===== config.mk =====
export PLATFORM = sky130hd
export DESIGN_NAME = generic_bus_ahb_master_flat
export DESIGN_NICKNAME = d
export VERILOG_FILES = /design/src/rtl/ahb_pkg.sv /design/src/rtl/generic_bus_if.sv /design/src/rtl/ahb_size_decode.sv /design/src/rtl/generic_bus_ahb_master.sv /design/src/flat_wrapper.sv
export SDC_FILE = /design/constraint.sdc
export NUM_CORES = 1
export LEC_CHECK = 0
export CAP_MARGIN = 20
export CORE_UTILIZATION = 35
export CTS_CLUSTER_DIAMETER = 120
export DETAILED_ROUTE_END_ITERATION = 10
export PLACE_DENSITY_LB_ADDON = 0.1
export RECOVER_POWER = 100
export SLEW_MARGIN = 10
export SYNTH_ARGS = -nofsm -noshare
export SYNTH_HDL_FRONTEND = slang
export SYNTH_SLANG_ARGS = --single-unit

===== constraint.sdc =====
create_clock -name CLK -period 1.6 [get_ports CLK]
set_input_delay 0.48 -clock CLK [delete_from_list [all_inputs] [get_ports CLK]]
set_output_delay 0.48 -clock CLK [all_outputs]
set_load 0.05 [all_outputs]

===== src/rtl/ahb_pkg.sv =====
// Shared AHB-Lite encodings for the master-side bridges.
package ahb_pkg;

    typedef enum logic [1:0] {
        HtransIdle   = 2'b00,
        HtransBusy   = 2'b01,
        HtransNonseq = 2'b10,
        HtransSeq    = 2'b11
    } htrans_t;

    typedef enum logic [2:0] {
        HsizeByte = 3'b000,
        HsizeHalf = 3'b001,
        HsizeWord = 3'b010
    } hsize_t;

    typedef enum logic [2:0] {
        HburstSingle = 3'b000,
        HburstIncr   = 3'b001
    } hburst_t;

    typedef enum logic {
        HrespOkay  = 1'b0,
        HrespError = 1'b1
    } hresp_t;

endpackage


===== src/rtl/generic_bus_if.sv =====
// Simple single-outstanding request bus between the memory arbiter and a bus bridge.
interface generic_bus_if;

    logic        ren;
    logic        wen;
    logic [31:0] addr;
    logic [31:0] wdata;
    logic [3:0]  byte_en;
    logic        busy;
    logic [31:0] rdata;

    modport generic_bus (
        input  ren, wen, addr, wdata, byte_en,
        output busy, rdata
    );

    modport cpu (
        output ren, wen, addr, wdata, byte_en,
        input  busy, rdata
    );

endinterface


===== src/rtl/ahb_size_decode.sv =====
// Byte-enable to HSIZE/HADDR translation for AHB-Lite masters.
module ahb_size_decode
    import ahb_pkg::*;
(
    input  logic [3:0]  byte_en,
    input  logic [31:0] addr,
    output hsize_t      hsize,
    output logic [31:0] haddr
);

    logic [1:0] addr_lo;
    // Low address bits come from the lane pattern, never from the request.
    logic       unused_addr_lo;

    assign unused_addr_lo = ^addr[1:0];

    always_comb begin
        hsize   = HsizeWord;
        addr_lo = 2'b00;
        case (byte_en)
            4'b1111: begin hsize = HsizeWord; addr_lo = 2'b00; end
            4'b0011: begin hsize = HsizeHalf; addr_lo = 2'b00; end
            4'b1100: begin hsize = HsizeHalf; addr_lo = 2'b10; end
            4'b0001: begin hsize = HsizeByte; addr_lo = 2'b00; end
            4'b0010: begin hsize = HsizeByte; addr_lo = 2'b01; end
            4'b0100: begin hsize = HsizeByte; addr_lo = 2'b10; end
            4'b1000: begin hsize = HsizeByte; addr_lo = 2'b11; end
            // Irregular lane patterns fall back to a full word access.
            default: begin hsize = HsizeWord; addr_lo = 2'b00; end
        endcase
    end

    assign haddr = {addr[31:2], addr_lo};

endmodule


===== src/rtl/generic_bus_ahb_master.sv =====
// Single-outstanding bridge from generic_bus_if to an AHB-Lite master port.
module generic_bus_ahb_master
    import ahb_pkg::*;
#(
    parameter logic [3:0] HPROT_VAL = 4'b0011
) (
    input  logic                   CLK,
    input  logic                   nRST,
    generic_bus_if.generic_bus     gen_bus_if,
    output logic [31:0]            HADDR,
    output logic [1:0]             HTRANS,
    output logic                   HWRITE,
    output logic [2:0]             HSIZE,
    output logic [2:0]             HBURST,
    output logic [3:0]             HPROT,
    output logic [31:0]            HWDATA,
    input  logic [31:0]            HRDATA,
    input  logic                   HREADY,
    input  logic                   HRESP,
    output logic                   bus_error
);

    typedef enum logic [1:0] {
        StIdle,
        StAddr,
        StData,
        StErr
    } state_t;

    state_t      state_q, state_d;
    logic [31:0] addr_q;
    logic [31:0] wdata_q;
    logic [3:0]  byte_en_q;
    logic        write_q;
    logic        capture;
    logic        busy;
    logic [31:0] rdata;
    htrans_t     htrans;
    hsize_t      hsize;

    always_ff @(posedge CLK or negedge nRST) begin
        if (!nRST) begin
            state_q   <= StIdle;
            addr_q    <= 32'h0;
            wdata_q   <= 32'h0;
            byte_en_q <= 4'hF;
            write_q   <= 1'b0;
        end else begin
            state_q <= state_d;
            if (capture) begin
                addr_q    <= gen_bus_if.addr;
                wdata_q   <= gen_bus_if.wdata;
                byte_en_q <= gen_bus_if.byte_en;
                write_q   <= gen_bus_if.wen;
            end
        end
    end

    always_comb begin
        state_d   = state_q;
        capture   = 1'b0;
        busy      = 1'b1;
        rdata     = 32'h0;
        bus_error = 1'b0;
        htrans    = HtransIdle;
        unique case (state_q)
            StIdle: begin
                if (gen_bus_if.ren || gen_bus_if.wen) begin
                    capture = 1'b1;
                    state_d = StAddr;
                end
            end
            StAddr: begin
                htrans = HtransNonseq;
                if (HREADY) begin
                    state_d = StData;
                end
            end
            StData: begin
                // A single-cycle ERROR still completes, but is flagged.
                if (HREADY) begin
                    busy      = 1'b0;
                    rdata     = HRDATA;
                    bus_error = HRESP;
                    state_d   = StIdle;
                end else if (HRESP) begin
                    state_d = StErr;
                end
            end
            StErr: begin
                if (HREADY) begin
                    busy      = 1'b0;
                    bus_error = 1'b1;
                    state_d   = StIdle;
                end
            end
            default: state_d = StIdle;
        endcase
    end

    ahb_size_decode u_size_decode (
        .byte_en (byte_en_q),
        .addr    (addr_q),
        .hsize   (hsize),
        .haddr   (HADDR)
    );

    assign HTRANS           = htrans;
    assign HSIZE            = hsize;
    assign HWRITE           = write_q;
    assign HWDATA           = wdata_q;
    assign HBURST           = HburstSingle;
    assign HPROT            = HPROT_VAL;
    assign gen_bus_if.busy  = busy;
    assign gen_bus_if.rdata = rdata;

endmodule

===== src/flat_wrapper.sv =====
// flat-port wrapper written by rule: the top's interface ports become plain ports
module generic_bus_ahb_master_flat import ahb_pkg::*;
#(
    parameter logic [3:0] HPROT_VAL = 4'b0011
)
  (CLK, nRST, HADDR, HTRANS, HWRITE, HSIZE, HBURST, HPROT, HWDATA, HRDATA, HREADY, HRESP, bus_error, gen_bus_if_ren, gen_bus_if_wen, gen_bus_if_addr, gen_bus_if_wdata, gen_bus_if_byte_en, gen_bus_if_busy, gen_bus_if_rdata);
  generic_bus_if gen_bus_if_i ();
  input  logic CLK;
  input  logic nRST;
  output logic [31:0] HADDR;
  output logic [1:0] HTRANS;
  output logic HWRITE;
  output logic [2:0] HSIZE;
  output logic [2:0] HBURST;
  output logic [3:0] HPROT;
  output logic [31:0] HWDATA;
  input  logic [31:0] HRDATA;
  input  logic HREADY;
  input  logic HRESP;
  output logic bus_error;
  input wire logic [$bits(gen_bus_if_i.ren)-1:0] gen_bus_if_ren;
  input wire logic [$bits(gen_bus_if_i.wen)-1:0] gen_bus_if_wen;
  input wire logic [$bits(gen_bus_if_i.addr)-1:0] gen_bus_if_addr;
  input wire logic [$bits(gen_bus_if_i.wdata)-1:0] gen_bus_if_wdata;
  input wire logic [$bits(gen_bus_if_i.byte_en)-1:0] gen_bus_if_byte_en;
  output wire logic [$bits(gen_bus_if_i.busy)-1:0] gen_bus_if_busy;
  output wire logic [$bits(gen_bus_if_i.rdata)-1:0] gen_bus_if_rdata;
  assign gen_bus_if_i.ren = gen_bus_if_ren;
  assign gen_bus_if_i.wen = gen_bus_if_wen;
  assign gen_bus_if_i.addr = gen_bus_if_addr;
  assign gen_bus_if_i.wdata = gen_bus_if_wdata;
  assign gen_bus_if_i.byte_en = gen_bus_if_byte_en;
  assign gen_bus_if_busy = gen_bus_if_i.busy;
  assign gen_bus_if_rdata = gen_bus_if_i.rdata;
  generic_bus_ahb_master #(.HPROT_VAL(HPROT_VAL)) u_core (.CLK(CLK), .nRST(nRST), .gen_bus_if(gen_bus_if_i), .HADDR(HADDR), .HTRANS(HTRANS), .HWRITE(HWRITE), .HSIZE(HSIZE), .HBURST(HBURST), .HPROT(HPROT), .HWDATA(HWDATA), .HRDATA(HRDATA), .HREADY(HREADY), .HRESP(HRESP), .bus_error(bus_error));
endmodule

* After elaboration in Yosys (flattened, before gate mapping)
Index checks and enable logic that the tools add are counted.
Widths: inputs -> output; s select.
** Word-level totals
- Logic and storage cells :: 43
- Register bits after elaboration :: 71
- Bits in latches :: 0
- RAM bits :: 0
- Memories :: 0
- ROM bits :: 0
- Output and inout bits :: 111
** Cells by class
- Muxes and demuxes :: 18
- Bitwise logic cells :: 0
- Divide/modulo/power cells :: 0
- Multiply operators :: 0
- $add $sub $neg :: 0
- Eq/ne operators :: 13
- $lt $le $gt $ge :: 0
- Shift operators :: 0
- Reductions and logical operators :: 7
** Operators by type and width (count)
- $mux 32 :: 2
- $mux 2 :: 6
- $eq 4x2->1 const B :: 2
- $eq 4x4->1 const B :: 2
- $pmux 2 s4 :: 1
- $mux 1 :: 6
- $pmux 2 s3 :: 1
- $reduce_or 2->1 :: 3
- $eq 2x2->1 const B :: 2
- $eq 4x1->1 const B :: 1
- $eq 4x3->1 const B :: 1
- $ne 2x2->1 const B :: 2
- $pmux 2 s2 :: 1
- $reduce_and 4->1 :: 1
- $reduce_or 4->1 :: 1
- $ne 3x3->1 const B :: 1
- $eq 2x1->1 const B :: 1
- $logic_not 2->1 :: 1
- $ne 2x1->1 const B :: 1
- $pmux 1 s2 :: 1
- $logic_or 1x1->1 :: 1

* Longest topological paths before layout
- Depth in word-level cells :: 3
- Gate-level depth with buffers :: 5
- Depth with buffers taken out :: 3

* By module
From an unflattened synthesis, not the netlist that was laid out.
** Unflattened totals
- Cell total of the unflattened synthesis :: 244
- Area total of the unflattened synthesis :: 3298.2 um^2
** Modules (own cells, without submodules)
- generic_bus_ahb_master :: cells each 204, area each 3007.9 um^2, instances 1
- ahb_size_decode :: cells each 40, area each 290.3 um^2, instances 1

* Worst setup path before layout
No wires, ideal clock.
- Kind :: reg-to-output
- Start point :: register u_core.byte_en_q[3]
- End point :: output port HSIZE[1]
- Data arrival time :: 2266 ps
- Cell stages (with the launch flop) :: 4
- Slack :: -1146 ps
- Cell sequence :: dfstp_2 > nor2_1 > nor3_1 > nor2_1
** On the way
- Longest elaborated chain between the ends :: 3
- Elaborated cells on any way between the ends :: 9
** RTL lines
- start: declaration :: line generic_bus_ahb_master.sv:33 : logic [3:0] byte_en_q;
- start signal: assignment :: line generic_bus_ahb_master.sv:53 : byte_en_q <= gen_bus_if.byte_en;
- $eq 4x4->1 (tied with other cells) :: line ahb_size_decode.sv:20 : case (byte_en)
- $reduce_or 4->1 (no source line) or $reduce_or 2->1 (tied branches)
- $pmux 2 s2 * :: line ahb_size_decode.sv:20
- end: declaration :: line flat_wrapper.sv:13 : output logic [2:0] HSIZE;
Mark *: on every way between the ends. The rest lies on a longest branch, timed or not.

* Final worst setup path
- Start point :: register u_core.state_q[0]
- End point :: output port gen_bus_if_rdata[5]
** On the way
- Longest elaborated chain between the ends :: 2
** RTL lines
- start: declaration :: line generic_bus_ahb_master.sv:30 : state_t state_q, state_d;
- start signal: assignment :: line generic_bus_ahb_master.sv:43 : state_q <= StIdle;
- start signal: assignment :: line generic_bus_ahb_master.sv:49 : state_q <= state_d;
- $eq 2x2->1 :: line generic_bus_ahb_master.sv:66 : unique case (state_q)
- $mux 32 :: line generic_bus_ahb_master.sv:66
- end: declaration :: line flat_wrapper.sv:27 : output wire logic [$bits(gen_bus_if_i.rdata)-1:0] gen_bus_if_rdata;
No other way between the ends.

==> flow_metrics.tcl <==
set metrics [dict create \
    cp-end-kind "output port" \
    cp.required_ps 1120 \
    yosysWarnings 0 \
    worst_slew_pin_slew_ps 856.3 \
    io_pins 217 \
    rsz0062_at_grt "true" \
    setup_viol 105 \
    status "finished with violations" \
    vias 2606 \
    synthesis.instances 210 \
    arrival_ps 1530 \
    leakage_uw 0.002867 \
    dieHeight_um 95.86 \
    clock_latency_ps 340 \
    clock_path_buffers 2 \
    layout_commonest_cell "clkdlybuf4s50_1" \
    synth.distinct_cells 22 \
    drive_above_1_share 0.5921 \
    wl_per_cell_um 19.72 \
    gr-usage-all-layers 0.2155 \
    rows 33 \
    cts_buffers 9 \
    finalHoldViolations 0 \
    portBuffers 205 \
    coreArea_um2 8382 \
    p_per_area_nw_per_um2 2329 \
    grt_overflow 0 \
    final_nets 557 \
    grt_max_degree 29 \
    ys_ff_latch 69 \
    holdWs_ps 224.4 \
    irDropWorstVdd_uv 1343 \
    grt_pass1_vias 2720 \
    n_fill_cell 543 \
    route.detailed.drc 0 \
    fin_crit_ps 2012 \
    cap_violations 0 \
    dr.pass1.iters 4 \
    design.die.area_um2 9188 \
    final_cell_mix "clkdlybuf4s50_1 (100), dfrtp_1 (65), mux2_4 (64)" \
    cts_root_buffer "clkbuf_8" \
    path_clk_slew_ps 80 \
    synthToLayoutAreaGrowth_pct 99.68 \
    violations "setup timing" \
    initial_core_util 0.3678 \
    cts.sinks 69 \
    start_kind "flop" \
    fin_skew_ps 12.07 \
    syn-cell-area_um2 3083 \
    dp.final_hpwl_mm 7.479 \
    finalSetupTns_ps -32110 \
    antenna_found_initial 0 \
    worst_slack_ps -412.0 \
    worst-path-max-fanout 6 \
    seq_area_frac_synth 0.5617 \
    die_w_um 95.86 \
    path_class "reg -> out" \
    diodes 0 \
    yosysTopAreaCell "dfrtp_1" \
    final_max_slew_viol_count 0 \
    antenna_left 0 \
    yosys-top-cells-area "dfrtp_1 (53%), mux2_4 (14%), mux2_2 (14%)" \
    yosysTopAreaCellShare 0.5276 \
    routed_wl_mm 11.07 \
    fmax_mhz 497.0 \
    cts_hold_repair.buffers 0 \
    cts_tree "yes" \
    htree_num_levels 3 \
    synth_area_per_cell_um2 14.68 \
    relSlewSlack 0.4291 \
    hp-class "in -> async" \
    drt_iter0_drc 70 \
    viasPerCell 4.645 \
    period_share 1.257 \
    place.gp.congestion 0.7380 \
    grt_pass1_wl_mm 14.56 \
]
## layer usage
| metal | part of all wire | vias to the layer above | track usage |
|---|---|---|---|
| li1 | - | 1175 | - |
| met1 | 0.35 | 1278 | 0.2167 |
| met2 | 0.54 | 133 | 0.3929 |
| met3 | 0.094 | 20 | 0.09084 |
| met4 | 0.024 | 0 | 0.08333 |
| met5 | 0 | - | 0 |
## synthesized netlist by cell type (all sizes together)
cell type / number
a21oi: 1
a22o: 1
and2: 32
and2b: 1
and3b: 1
buf: 16
clkbuf: 3
conb: 2
dfrtp: 65
dfstp: 4
mux2: 67
nand2: 3
nand3: 2
nor2: 6
nor3: 3
o21a: 1
o21bai: 1
xnor2: 1
## final timing paths
kind,from,end,slack (ps),cells after the start
max in group asynchronous,nRST,u_core.addr_q[24]$_DFFE_PN0P_,250,2
min in group CLK,u_core.HWRITE$_DFFE_PN0P_,u_core.HWRITE$_DFFE_PN0P_,500,1
setup / recovery,u_core.state_q[0]$_DFFE_PN0P_,gen_bus_if_rdata[5],-410,4
hold / removal,nRST,u_core.addr_q[17]$_DFFE_PN0P_,220,1
hold reg to reg,u_core.HWRITE$_DFFE_PN0P_,u_core.HWRITE$_DFFE_PN0P_,500,1
setup reg to reg,u_core.state_q[0]$_DFFE_PN0P_,u_core.HWDATA[21]$_DFFE_PN0P_,-310,6
## stage by stage
stage	setup WS, ps	instances	utilization	instance area [um^2]	total power [uW]
floorplan	-179.9	217	-	3229	9083
global placement	-538.7	523	0.7665	6425	14410
detailed placement	-568.6	523	0.7665	6425	14590
CTS	-397.7	547	0.8082	6774	16350
global route	-465.9	561	0.7344	6156	14900
finish	-412.0	561	0.7344	6156	14340
## cell families (layout without fill, tap and decap cells)
logic type,Yosys count,count (layout),share of synthesized area
flip-flops,69,69,0.5617
XOR/XNOR,1,1,0.002841
AO/OA/AOI/OAI,4,5,0.01177
other,2,9,0.002436
multiplexers,67,67,0.2800
AND/OR/NAND/NOR,48,48,0.09010
buffers and inverters,19,257,0.05114
## cell type report
type                            count  area (um^2)  area share
Tap cell                          105        131.4     0.02134
Clock buffer                       12        145.1     0.02358
Clock inverter                      4        47.55    0.007724
Multi-Input combinational cell    130         1530      0.2486
Sequential cell                    69         1732      0.2813
Timing Repair Buffer              241         2570      0.4175
## timing repair
| item | 4_1_cts | 5_1_grt |
|---|---|---|
| endpoints found under the setup margin | 39 | 104 |
| resized for setup | 33 | 44 |
| buffers inserted | 5 | 8 |
| pin swaps | 31 | 8 |
| gates cloned | 4 | 7 |
## flip-flops by register name (all words and copies together), names as in the netlist
signal / cells
u_core.HWDATA: 32
u_core.HWRITE: 1
u_core.byte_en_q: 4
u_core.state_q: 2
u_core.addr_q: 30
## power breakdown
group          internal (uW)  switching [uW]
combinational           4020            5610
clock                    759             651
sequential              2700             596
## worst max-delay path, stage by stage, from the launching register on
cell	delay, ps
dfrtp_1	390
and3b_2	370
buf_6	150
and2_4	150
buf_12	130
Note: power is estimated with default switching activity, not from simulation.
